--- src/rtl/bram_port_server.sv ---
// bram_port_server
// Requester-side controller for one port of a dual-port BRAM. Requests come
// in on a valid/ready handshake and go straight out on the BRAM port pins.
// Read data is captured from DO after the fixed BRAM latency and buffered in
// a small response FIFO. Reads are admitted only while a FIFO slot is
// guaranteed for them, so a stalled consumer can never cause data loss.
//
// Optional build macro: BRAM_PORT_SERVER_BYPASS_EN
//   When defined, read data arriving at an empty FIFO is presented on
//   RESP_DATA in the same cycle, and is only stored if the consumer does not
//   take it right away. Read latency drops from L+1 to L cycles.

module bram_port_server #(
  parameter int PIPELINED  = 0,
  parameter int ADDR_WIDTH = 1,
  parameter int DATA_WIDTH = 1,
  parameter int RESP_DEPTH = 4
) (
  input  logic                  CLK,
  input  logic                  RST,
  // request channel
  input  logic                  REQ_VALID,
  output logic                  REQ_READY,
  input  logic                  REQ_WRITE,
  input  logic [ADDR_WIDTH-1:0] REQ_ADDR,
  input  logic [DATA_WIDTH-1:0] REQ_DATA,
  // response channel
  output logic                  RESP_VALID,
  input  logic                  RESP_READY,
  output logic [DATA_WIDTH-1:0] RESP_DATA,
  // BRAM port
  output logic                  BRAM_EN,
  output logic                  BRAM_WE,
  output logic [ADDR_WIDTH-1:0] BRAM_ADDR,
  output logic [DATA_WIDTH-1:0] BRAM_DI,
  input  logic [DATA_WIDTH-1:0] BRAM_DO
);

  // Read latency of the attached BRAM: one cycle, plus the optional DO register.
  localparam int LAT   = 1 + PIPELINED;
  localparam int PTR_W = $clog2(RESP_DEPTH);
  localparam int CNT_W = PTR_W + 1;
  // Wide enough for every read in the pipe plus a full FIFO, with headroom.
  localparam int OUT_W = $clog2(RESP_DEPTH + LAT + 1) + 1;

  logic                  fire;
  logic                  rd_fire;
  logic                  arrive;
  logic                  push;
  logic                  pop;
  logic                  fifo_nonempty;
  logic                  fifo_full;
  logic                  credit_ok;

  logic [LAT-1:0]        rd_pipe_q;
  logic [LAT-1:0]        rd_pipe_d;
  logic [PTR_W-1:0]      wr_ptr_q;
  logic [PTR_W-1:0]      wr_ptr_d;
  logic [PTR_W-1:0]      rd_ptr_q;
  logic [PTR_W-1:0]      rd_ptr_d;
  logic [CNT_W-1:0]      count_q;
  logic [CNT_W-1:0]      count_d;
  logic [DATA_WIDTH-1:0] mem_q [RESP_DEPTH];

  logic [OUT_W-1:0]      pipe_cnt;
  logic [OUT_W-1:0]      outstanding;

  // Credit count: every read in the BRAM pipe plus every buffered entry. Both
  // terms are registered, so RESP_READY never reaches REQ_READY combinationally;
  // a pop therefore only frees its slot on the following cycle.
  always_comb begin
    pipe_cnt = '0;
    for (int i = 0; i < LAT; i++) begin
      pipe_cnt = pipe_cnt + OUT_W'(rd_pipe_q[i]);
    end
    outstanding = pipe_cnt + OUT_W'(count_q);
    credit_ok   = (outstanding < OUT_W'(RESP_DEPTH));
  end

  // Request handshake and BRAM port drive. Writes take no credit but are held
  // back with reads whenever credits run out, which keeps request order intact.
  always_comb begin
    REQ_READY = !RST && credit_ok;
    fire      = REQ_VALID && REQ_READY;
    rd_fire   = fire && !REQ_WRITE;
    BRAM_EN   = fire;
    BRAM_WE   = fire && REQ_WRITE;
    BRAM_ADDR = REQ_ADDR;
    BRAM_DI   = REQ_DATA;
  end

  // Read tracking: a token enters stage 0 on each accepted read and reaches the
  // last stage exactly when BRAM_DO carries that read's data.
  always_comb begin
    rd_pipe_d    = '0;
    rd_pipe_d[0] = rd_fire;
    for (int i = 1; i < LAT; i++) begin
      rd_pipe_d[i] = rd_pipe_q[i-1];
    end
    arrive = rd_pipe_q[LAT-1];
  end

  // Response side: FIFO head presentation, push/pop decisions, optional bypass.
  always_comb begin
    fifo_nonempty = (count_q != '0);
    fifo_full     = (count_q == CNT_W'(RESP_DEPTH));
    pop           = fifo_nonempty && RESP_READY;
`ifdef BRAM_PORT_SERVER_BYPASS_EN
    // An empty FIFO lets arriving data through directly; it is stored only if
    // the consumer leaves it on the table this cycle.
    RESP_VALID = fifo_nonempty || arrive;
    RESP_DATA  = fifo_nonempty ? mem_q[rd_ptr_q] : BRAM_DO;
    push       = arrive && !(!fifo_nonempty && RESP_READY);
`else
    RESP_VALID = fifo_nonempty;
    RESP_DATA  = mem_q[rd_ptr_q];
    push       = arrive;
`endif
  end

  // FIFO pointer and occupancy next-state; simultaneous push and pop leaves the
  // count alone while both pointers step.
  always_comb begin
    wr_ptr_d = push ? wr_ptr_q + PTR_W'(1) : wr_ptr_q;
    rd_ptr_d = pop  ? rd_ptr_q + PTR_W'(1) : rd_ptr_q;
    unique case ({push, pop})
      2'b10:   count_d = count_q + CNT_W'(1);
      2'b01:   count_d = count_q - CNT_W'(1);
      default: count_d = count_q;
    endcase
  end

  // Control state: reset drops any in-flight reads and buffered data at once.
  always_ff @(posedge CLK or posedge RST) begin
    if (RST) begin
      rd_pipe_q <= '0;
      wr_ptr_q  <= '0;
      rd_ptr_q  <= '0;
      count_q   <= '0;
    end else begin
      rd_pipe_q <= rd_pipe_d;
      wr_ptr_q  <= wr_ptr_d;
      rd_ptr_q  <= rd_ptr_d;
      count_q   <= count_d;
    end
  end

  // FIFO storage carries no reset; occupancy alone decides what is valid.
  always_ff @(posedge CLK) begin
    if (push) begin
      mem_q[wr_ptr_q] <= BRAM_DO;
    end
  end

  // Credit admission guarantees a free slot for every arriving read.
  a_no_push_when_full : assert property (
    @(posedge CLK) disable iff (RST) !(push && fifo_full)
  );

  // A pop is only ever issued against a stored entry.
  a_no_pop_when_empty : assert property (
    @(posedge CLK) disable iff (RST) !(pop && !fifo_nonempty)
  );

  // Reads in flight plus buffered entries never exceed the FIFO capacity.
  a_credit_bound : assert property (
    @(posedge CLK) disable iff (RST) (outstanding <= OUT_W'(RESP_DEPTH))
  );

  // Occupancy can never run past the number of slots.
  a_count_bound : assert property (
    @(posedge CLK) disable iff (RST) (count_q <= CNT_W'(RESP_DEPTH))
  );

endmodule

--- config.mk ---
export PLATFORM = sky130hd
export DESIGN_NAME = bram_port_server
export DESIGN_NICKNAME = d
export VERILOG_FILES = /design/src/rtl/bram_port_server.sv
export SDC_FILE = /design/constraint.sdc
export NUM_CORES = 1
export LEC_CHECK = 0
export CORE_MARGIN = 2
export CORE_UTILIZATION = 45
export CTS_CLUSTER_SIZE = 24
export DETAILED_ROUTE_END_ITERATION = 12
export MAX_ROUTING_LAYER = met4
export PLACE_DENSITY = 0.82
export SLEW_MARGIN = 30
export SYNTH_ARGS = -nofsm -noshare
export SYNTH_HDL_FRONTEND = slang
export SYNTH_SLANG_ARGS = --single-unit
export TNS_END_PERCENT = 10
--- constraint.sdc ---
create_clock -name CLK -period 5.25 [get_ports CLK]
set_clock_uncertainty 0.2 [all_clocks]
set_input_delay 1.3125 -clock CLK [delete_from_list [all_inputs] [get_ports CLK]]
set_output_delay 1.3125 -clock CLK [all_outputs]
set_load 0.01 [all_outputs]
-- After elaboration in Yosys (flattened, before gate mapping)
Memory sizes are Yosys's and may differ from the RTL's.
Index checks and enable logic that the tools add are counted.
- multipliers: 0
- bitwise gates (word level): 0
- magnitude comparators: 1
- divide/modulo/power cells: 0
- reduce and logical (&&, ||, !) cells: 9
- add/subtract/negate cells: 5
- mux-type cells: 3
- shift operators: 0
- equal/unequal tests: 2
- operators by type and width (operator ; number):
    $pmux 3 s2 ; 1
    $logic_and 1x1->1 ; 5
    $add 1x3->4 ; 1
    $add 2x1->2 const B ; 2
    $lt 4x3->1 const B ; 1
    $add 3x1->3 const B ; 1
    $reduce_bool 3->1 ; 1
    $sub 3x1->3 const B ; 1
    $eq 2x1->1 const B ; 1
    $eq 2x2->1 const B ; 1
    $logic_not 1->1 ; 2
    $mux 1 ; 2
    $reduce_bool 2->1 ; 1
- bits in latches: 0
- memories: 1
- memory bits (read-only): 0
- input bits: 8
- bits in registers: 8
- RAM bits: 4
- output and inout bits: 7
- memories (memory ; words ; width ; read ports ; clocked after memory_dff ; write ports ; RTL line ; text):
    mem_q ; 4 ; 1 ; 1 ; 0 ; 1 ; 63 ; logic [DATA_WIDTH-1:0] mem_q [RESP_DEPTH];

-- Logic depth before layout (Yosys ltp)
- depth after elaboration: 5
- depth in mapped cells: 8
- gate-level depth less buffers: 7

-- Least setup slack after synthesis
No wires, ideal clock.
- path kind: input -> output
- start: input port RST
- end: output port BRAM_WE
- stages: 2
- slack: 1857 ps
- data required time: 3738 ps
- arrival time: 1880 ps
- buffers on the path: 0
- path through: a311oi_4 > and3_1
- longest elaborated chain between the ends: 4
- ends and longest elaborated chain (element ; RTL line ; text):
    start, declared ; 20 ; input logic RST,
    $logic_not 1->1 (no line) ; n/a ;
    $logic_and 1x1->1 ; 83 ; REQ_READY = !RST && credit_ok;
    $logic_and 1x1->1 ; 84 ; fire = REQ_VALID && REQ_READY;
    $logic_and 1x1->1 ; 87 ; BRAM_WE = fire && REQ_WRITE;
    end, declared ; 33 ; output logic BRAM_WE,
Every way passes these cells.

-- Final worst setup path
Same ends and word-level chain as after synthesis.

==> metrics.txt <==
Die ar. 0.00175 mm^2; Worst-path clk slew ~70 ps; Routed Antenna Nets 0; Worst VDD drop ~0.23 mV; worst path cell trace clkdlybuf4s50_1, a311oi_4, and3_1, clkdlybuf4s50_1; Max Slew Vio Count 0; Skew-Pair Late Insertion Delay about 260 ps; num rows 13; endpoint class of the critical path output pin; reg-to-reg startpoint count_q[0]$_DFFE_PP0P_; total setup buffers inserted after CTS 0; Arrival @ worst endpoint 2790 ps; setup TNS 0 ps; critical path required time ~3700 ps; Syn Area/Cell around 13 um^2; CP Launch Type primary input; WHS ~290 ps; CTS Hold Bufs 0; unrepaired setup endpoints after global routing false; diode count 0; slowest stage cell on the critical path clkdlybuf4s50_1; final core utilization 0.580; asr flop ratio synth 0.667; syn nets 64; most area-hungry cell type in the Yosys netlist dfrtp_1; vias after detailed routing around 370; layout cells sized above 1 0.0984; nets 76; Post-Syn Area 646 um^2; first-pass GRT wire length 1730 um; initial core utilization 0.490; Crit path max-delay family buffers and inverters; Slew HR 0.778; pin count of the biggest net entering global routing 10; DR DRC count 0; status finished, final reports clean; met2 global-route usage 0.219; initial antenna violation count 0; busiest grt layer met2; most used cell, CP clkdlybuf4s50_1; vias in the first global route around 400; Tightest Hold Check Type flip-flop to flip-flop; TritonCTS Buffers 3; Critical Path Max Stage Delay between 500 and 600 ps; Main synth FF type dfrtp_1; Area Growth Syn to Fin 18.4%; PortBufs 10; reg-to-reg slack, setup around 3200 ps; R2R cell count 7; Syn Inst Count 50; crit path from RST; EDFF count, synth 4; GR Layer Usage met1 0.158; Crit Path Class primary input to output pin; post-synthesis sequential area ratio 0.496; GP Congestion just under 0.7; CP Depth 4; Final min period ~4300 ps; drt initial violations 3; Yosys cell types 21; # resized after CTS 0; H-tree depth 1; Total Wirelength just over 900 um; LEAKAGE approximately 0.34 nW; Pre-antenna DRT Iters 4; max_cap viols 0; met3 Track Usage GR 0.0696; Power Density between 400 and 500 mW/mm^2; Die Height about 42 um; core area roughly 0.0013 mm^2; # fillers about 110; Finish-stage setup viols 0; via/cell ratio between 4 and 5; Yosys reg bits 12; Ports 15; CTS tree done; Synth top area share 0.310; Final period util 0.819; critical path fanouts, max 3; CTS max path bufs 2; max frequency between 0.2 and 0.25 GHz; Worst Setup EP BRAM_WE; YS warnings 0; top post-synthesis cells by area dfrtp_1 31%, edfxtp_1 19%, ha_1 9.7%; r2r endpoint count_q[2]$_DFFE_PP0P_; Chip Width 41.9 um; wire per inst 12.2 um; worst slew pin tran ~330 ps; # clock sinks 12; Total GRT Usage 0.143; Hold Violations, Final 0; synth cell count leaders 8 x dfrtp_1, 7 x inv_1, 5 x ha_1; crit path buf inv count 2; Clock Tree Root clkbuf_4; leading cell type by number of instances after synthesis dfrtp_1; grt ovf 0
==> flip-flops by register name, indices dropped and copies added (netlist names) <==
| register | flops |
|---|---|
| wr_ptr_q | 2 |
| mem_q | 4 |
| rd_ptr_q | 2 |
| count_q | 3 |
| arrive | 1 |
==> worst reg2reg max path: cells and delay by family, from the launching register on <==
kind | cells | cell delay (ps)
adder cells (fa/ha/maj) | 2 | 580
flip-flops | 1 | 460
XOR/XNOR | 2 | 300
AO/OA/AOI/OAI | 1 | 230
AND/OR/NAND/NOR | 1 | 130
buffers and inverters | 1 | 60
==> layout by cell type (no fill, tap or decap), drive strengths merged <==
| master | instances |
|---|---|
| fa | 1 |
| xnor2 | 2 |
| clkbuf | 3 |
| edfxtp | 4 |
| o21ai | 1 |
| and2 | 5 |
| inv | 7 |
| and2b | 1 |
| and3 | 1 |
| ha | 5 |
| mux4 | 1 |
| nand2 | 2 |
| mux2i | 1 |
| or3 | 1 |
| clkdlybuf4s50 | 10 |
| a311oi | 1 |
| dfrtp | 8 |
| nor2 | 1 |
| o31a | 1 |
| xor2 | 4 |
| clkinv | 1 |
==> metrics by stage <==
| stage | cell area, um^2 | worst slack [ps] | instances | power (mW) |
|---|---|---|---|---|
| floorplan | 646 | 1860 | 50 | 0.260 |
| global placement | 738 | 966 | 72 | 0.300 |
| detailed placement | 738 | 938 | 72 | 0.309 |
| CTS | 764 | 937 | 76 | 0.368 |
| global route | 764 | 886 | 76 | 0.394 |
| finish | 764 | 950 | 76 | 0.358 |
==> how the worst min path moves through the flow <==
stage | startpoint | end | depth (start not counted)
finish | rd_ptr_q[1]$_DFFE_PP0P_ | rd_ptr_q[1]$_DFFE_PP0P_ | 1
global route | rd_ptr_q[1]$_DFFE_PP0P_ | rd_ptr_q[1]$_DFFE_PP0P_ | 1
CTS | rd_ptr_q[1]$_DFFE_PP0P_ | rd_ptr_q[1]$_DFFE_PP0P_ | 1
detailed placement | rd_ptr_q[1]$_DFFE_PP0P_ | rd_ptr_q[1]$_DFFE_PP0P_ | 1
global placement | rd_ptr_q[1]$_DFFE_PP0P_ | rd_ptr_q[1]$_DFFE_PP0P_ | 1
floorplan | rd_ptr_q[1]$_DFFE_PP0P_ | rd_ptr_q[1]$_DFFE_PP0P_ | 1
==> logic make-up after synthesis <==
logic type | count (synthesis) | share of synthesized area
xor gates and xnor gates | 6 | 0.0814
buffers and inverters | 10 | 0.0814
AOI/OAI and AO/OA | 3 | 0.0620
DFF | 12 | 0.496
adders and majority gates | 6 | 0.128
and+or+nand+nor | 11 | 0.101
muxes | 2 | 0.0504
==> report_power, final <==
group	internal, mW	leakage (nW)	switching [mW]
combinational	0.0772	0.192	0.0593
clock	0.0275	0.0154	0.0279
sequential	0.128	0.132	0.0379
==> metal layers <==
layer	wire length, um	share of wire
met5	0	0
met3	42	0.045
met2	483	0.52
met4	0	0
met1	404	0.43
==> area by class of cell <==
cell class	instances	area [um^2]	share of cell area
Timing Repair Buffer	10	100	0.131
Inverter	7	26.3	0.0344
Tap cell	15	18.8	0.0245
Multi-Input combinational cell	28	273	0.357
Clock inverter	1	3.75	0.00491
Sequential cell	12	320	0.419
Clock buffer	3	22.5	0.0295
No activity file was read; power rests on OpenSTA's default activity.
